**config.mk**
```make
export PLATFORM = sky130hd
export DESIGN_NAME = uart_tx_unit
export DESIGN_NICKNAME = d
export VERILOG_FILES = /design/src/rtl/uart_tx_unit.sv
export SDC_FILE = /design/constraint.sdc
export NUM_CORES = 1
export LEC_CHECK = 0
export CORE_UTILIZATION = 62
export CTS_CLUSTER_DIAMETER = 30
export DETAILED_ROUTE_END_ITERATION = 10
export PLACE_DENSITY = 0.86
export SETUP_SLACK_MARGIN = 0.2
export SLEW_MARGIN = 20
export SYNTH_ARGS = -nofsm -noshare
export SYNTH_HDL_FRONTEND = slang
export SYNTH_SLANG_ARGS = --single-unit
```
**constraint.sdc**
```tcl
create_clock -name clk -period 3.83 [get_ports clk]
set_input_delay 0.766 -clock clk [delete_from_list [all_inputs] [get_ports clk]]
set_output_delay 0.766 -clock clk [all_outputs]
set_load 0.02 [all_outputs]
```
**src/rtl/uart_tx_unit.sv**
```systemverilog
// Byte-wide UART transmitter: circular transmit FIFO feeding an 8N1 serializer.
// Optional even-parity bit (8E1 frame) when UART_TX_PARITY_EN is defined.
module uart_tx_unit #(
  parameter int DEPTH        = 32,
  parameter int CLKS_PER_BIT = 868
) (
  input  logic                   clk,
  input  logic                   rst,
  input  logic                   uart_fifo_write_en,
  input  logic [7:0]             uart_fifo_data,
  output logic                   tx_line,
  output logic                   tx_ready,
  output logic                   tx_busy,
  output logic [$clog2(DEPTH):0] fifo_count
);
  localparam int AW = $clog2(DEPTH);
  localparam int CW = AW + 1;
  localparam int BW = $clog2(CLKS_PER_BIT);

  typedef enum logic [2:0] {
    IDLE,
    START,
    DATA,
`ifdef UART_TX_PARITY_EN
    PARITY,
`endif
    STOP
  } state_t;

  state_t          r_state, w_next;
  logic [7:0]      r_mem [DEPTH];
  logic [AW-1:0]   r_wptr, r_rptr;
  logic [CW-1:0]   r_count;
  logic [BW-1:0]   r_baud;
  logic [2:0]      r_bit;
  logic [7:0]      r_shift;
  logic            r_tx;
`ifdef UART_TX_PARITY_EN
  logic            r_par;
`endif
  logic            w_full, w_push, w_pop, w_tick;

  // Fullness is judged on the registered count, so a same-cycle pop never frees a slot for a push.
  assign w_full = (r_count == CW'(DEPTH));
  assign w_push = uart_fifo_write_en && !w_full && !rst;
  assign w_tick = (r_baud == BW'(CLKS_PER_BIT - 1));

  always_ff @(posedge clk) begin
    if (w_push) r_mem[r_wptr] <= uart_fifo_data;
  end

  always_ff @(posedge clk) begin
    if (rst) begin
      r_wptr  <= '0;
      r_rptr  <= '0;
      r_count <= '0;
    end else begin
      if (w_push) r_wptr <= r_wptr + 1'b1;
      if (w_pop)  r_rptr <= r_rptr + 1'b1;
      case ({w_push, w_pop})
        2'b10:   r_count <= r_count + 1'b1;
        2'b01:   r_count <= r_count - 1'b1;
        default: r_count <= r_count;
      endcase
    end
  end

  always_ff @(posedge clk) begin
    if (rst) r_state <= IDLE;
    else     r_state <= w_next;
  end

  always_comb begin
    w_next = r_state;
    w_pop  = 1'b0;
    case (r_state)
      IDLE: if (r_count != '0) begin
        w_pop  = 1'b1;
        w_next = START;
      end
      START: if (w_tick) w_next = DATA;
      DATA: if (w_tick && r_bit == 3'd7) begin
`ifdef UART_TX_PARITY_EN
        w_next = PARITY;
`else
        w_next = STOP;
`endif
      end
`ifdef UART_TX_PARITY_EN
      PARITY: if (w_tick) w_next = STOP;
`endif
      STOP: if (w_tick) begin
        // Chain straight into the next start bit when more bytes are queued.
        if (r_count != '0) begin
          w_pop  = 1'b1;
          w_next = START;
        end else begin
          w_next = IDLE;
        end
      end
      default: w_next = IDLE;
    endcase
  end

  always_ff @(posedge clk) begin
    if (rst) begin
      r_baud  <= '0;
      r_bit   <= '0;
      r_shift <= '0;
      r_tx    <= 1'b1;
`ifdef UART_TX_PARITY_EN
      r_par   <= 1'b0;
`endif
    end else begin
      r_baud <= (r_state == IDLE || w_tick) ? '0 : r_baud + 1'b1;
      if (r_state != DATA)  r_bit <= '0;
      else if (w_tick)      r_bit <= r_bit + 1'b1;
      if (w_pop) begin
        r_shift <= r_mem[r_rptr];
`ifdef UART_TX_PARITY_EN
        r_par   <= ^r_mem[r_rptr];
`endif
      end else if (r_state == DATA && w_tick) begin
        r_shift <= r_shift >> 1;
      end
      // Line follows the current state one cycle later, so it only moves on bit boundaries.
      case (r_state)
        START:   r_tx <= 1'b0;
        DATA:    r_tx <= r_shift[0];
`ifdef UART_TX_PARITY_EN
        PARITY:  r_tx <= r_par;
`endif
        default: r_tx <= 1'b1;
      endcase
    end
  end

  assign tx_line    = r_tx;
  assign tx_ready   = !w_full;
  assign tx_busy    = (r_state != IDLE);
  assign fifo_count = r_count;
endmodule

```
==> impl_summary.txt <==
----------------------------------------------------
[Status]
  Result of the run ... complete, no violations

[Synthesis]
  Synthesis Warnings ... 0
  Top cells by area, synth ... edfxtp_1 64%, mux4_2 15%, dfxtp_1 7.4%, nor2_1 2.2%, ha_1 1.4%
  Post-synthesis cell type count ... 55
  Fraction of synthesis flops using an asynchronous set or reset pin ... 0%
  Dominant cell type by area after synthesis ... edfxtp_1
  Post-synthesis sequential element count ... approximately 300
  Cell area after synthesis ... 12,100 um^2
  Mean post-synth cell area ... ~18 um^2
  Synth Net Count ... between 600 and 700
  Post-synth top flop ... edfxtp_1
  Gate count after technology mapping ... roughly 670
  Post-synthesis sequential area ratio ... a little under three quarters
  Number of enable-type register cells in the synthesized netlist ... ~260
  Top cell type's share of synthesized area ... 63.5%

[Timing]
  Final min period ... between 3 and 4 ns
  Share of the clock period used by the worst path after layout ... between 80% and 90%
  Max-slew violation total from the final report ... 0
  Clk_skew ... 0.0224 ns
  Unrepaired setup endpoints after global routing ... no
  Summed negative setup slack over all endpoints ... 0 ns
  Achievable Freq ... 306 MHz
  Setup violators final ... 0
  Worst slew pin tran ... ~1.1 ns
  Hold Violations, Final ... 0
  Worst relative slew slack ... 28.0%

[Finish]
  Area grow syn2layout ... 18.0%
  Fraction of layout instances using a drive strength above 1 ... around a quarter
  Top library cells by usage in the layout, fill and taps aside ... 256 x edfxtp_1, 78 x mux4_2, 70 x nor2_1
  Most frequent standard cell in the layout excluding fill and tap cells ... edfxtp_1
  Total inserted antenna cells ... 0
  # nets final ... 734
  Final std cell area, no fill ... about 14,000 um^2
  # fillers ... about 1,000

[Placed design]
  Final weighted congestion in routability-driven placement ... just over 0.8
  Count of input and output buffers ... 19
  DP Area ... 12,500 um^2
  Post-detail-place hpwl ... 14.8 mm

[Floorplan]
  Die span in y ... 142 um
  Starting Density ... 64.1%
  Count of standard-cell rows ... 50
  IO Count ... 20
  Floorplan die area ... about 20,000 um^2
  Die extent in x ... between 100 and 150 um
  Area inside the core boundary ... approximately 19,000 um^2

[Clocking]
  Library cell used as clock root buffer ... clkbuf_16
  Number of clock sinks ... roughly 300
  Number of buffers added by the clock tree synthesis step ... 50
  # resized after CTS ... 0
  Post CTS Setup Buffer Count ... 0
  Clock tree from TritonCTS ... yes
  Clock transition time at the flip-flop clock pins of the worst setup and hold paths ... approximately 0.050 ns
  Maximum count of clock buffers along a single path ... 3
  Hold buffer count at cts ... 0
  Skew-Pair Late Insertion Delay ... between 0.5 and 0.6 ns
  Number of levels the H-tree was split into ... 2

[Worst setup path]
  Critical path launch point type ... flop
  Count of cells along the worst register-to-register path ... 12
  Data required, critical path ... 4.24 ns
  Peak fanout along the critical path ... 11
  Crit path kind ... reg -> reg
  Reg-to-reg slack, setup ... 0.57 ns
  Critical path endpoint category ... flop
  Worst reg2reg path endpoint ... fifo_count[5]
  Arrival time of the worst setup path ... 3.68 ns
  Reg-to-Reg Start ... r_state[0]

[Pwr]
  Maximum vdd ir drop ... ~450 uV
  Static Leak ... about 4.6 nW
  Power density over the cells ... between 700 and 800 nW/um^2

[Global routing]
  Pin count of the biggest net entering global routing ... 39
  Initial antenna violation count ... 0
  Global-route usage over all layers ... between 20% and 30%
  Via count of the first global-routing pass ... 6,664
  Residual overflow from global routing ... 0
  Global-route wire length before repair ... ~40 mm

[Routing]
  Total wire length ... 26.1 mm
  Average wire length per cell after detail routing ... between 20 and 30 um
  Number of nets with antenna violations after routing ... 0
  DRC violations left ... 0
  Post-detailed-route via-to-cell ratio ... ~6.5
  Vias ... around 6,600
  Number of DRC violations after detailed-routing iteration 0 ... 717
  1st-pass router iterations ... 5

[Min path]
  Worst hold path cell count ... 1
  Source of the worst hold timing path ... r_baud[0]
  Hold Crit Class ... reg -> reg
  Hold endpoint ... r_baud[0]

[Run]
  Max capacitance violation total ... 0

----------------------------------------------------
==> kinds of logic (layout without fill, tap and decap cells) <==
kind of cell / after synthesis / in the layout / share of synthesized area [%]
buffers and inverters: 46 / 129 / 1.68
muxes: 87 / 87 / 15.3
adders and majority gates: 14 / 14 / 1.45
AOI/OAI and AO/OA: 42 / 42 / 2.62
xor gates and xnor gates: 20 / 20 / 1.45
and+or+nand+nor: 158 / 158 / 6.58
DFF: 301 / 301 / 71.0
==> how the worst max path moves through the flow <==
stage,endpoint,depth (start not counted),startpoint,slack [ns]
floorplan,fifo_count[2],13,fifo_count[2],0.88
global placement,fifo_count[4],9,uart_fifo_write_en,0.61
detailed placement,fifo_count[4],9,uart_fifo_write_en,0.52
CTS,fifo_count[4],10,r_baud[0],0.61
global route,fifo_count[5],12,r_state[1],0.38
finish,fifo_count[5],12,r_state[0],0.57
==> routing by layer <==
layer	part of all wire [%]	GRT usage, %	up-vias
met5	0	0	-
met4	3.2	10.4	0
met3	8.2	5.37	62
met2	50	44.6	391
met1	39	37.8	3347
li1	-	-	2765
==> area by class of cell <==
| cell class | count | area (um^2) | area share, % |
|---|---|---|---|
| well taps | 260 | 325 | 2.28 |
| repair buffers | 23 | 210 | 1.47 |
| flip-flops and latches | 301 | 8590 | 60.2 |
| inverters | 12 | 50.0 | 0.350 |
| multi-input cells | 321 | 3310 | 23.2 |
| clock inverters | 35 | 434 | 3.04 |
| clock buffers | 59 | 1360 | 9.50 |
==> per-stage QoR <==
stage | instances | power [mW] | hold WS [ns] | util, % | setup WS (ns)
3_3_place_gp | 917 | 5.30 | 0.453 | 66.3 | 0.608
5_1_grt | 1011 | 10.4 | 0.513 | 75.6 | 0.385
6_report | 1011 | 10.1 | 0.486 | 75.6 | 0.565
2_1_floorplan | 668 | 4.96 | 0.442 | - | 0.878
3_5_place_dp | 917 | 5.39 | 0.478 | 66.3 | 0.524
4_1_cts | 1011 | 10.1 | 0.489 | 75.8 | 0.606
==> cells in the mapped netlist, drive strengths merged (10+ instances only) <==
master and instances:
edfxtp 256, inv 10, ha 14, clkbuf 22, nand3 20, dfxtp 45, nand2 24, nor2 71
mux4 78, xor2 14, buf 12
==> flip-flops by register name, indices dropped and copies added, names as in the netlist, named ones only <==
name and count:
r_mem 256, r_rptr 5, r_baud 10, tx_line 1, r_state 2, r_wptr 5
r_shift 8, r_bit 3, fifo_count 6
==> worst max-delay path, stage by stage, from the launching register on <==
cell and delay (ns):
dfxtp_1 0.36, inv_1 0.10, ha_1 0.34, a21oi_1 0.31, nand2_2 0.24, clkinv_1 0.23, ha_1 0.42, inv_1 0.20
o21ai_0 0.25, a32oi_2 0.12, nor4bb_4 0.18, nor4_1 0.32, nor3_2 0.07
==> power breakdown <==
part,leakage [nW],total [mW],switching (mW),internal [mW]
clock network,0.875,4.69,1.54,3.14
logic,1.07,1.54,0.822,0.714
registers,2.67,3.83,0.171,3.66
total,4.61,10.1,2.54,7.51
No activity file was read; power rests on OpenSTA's default activity.
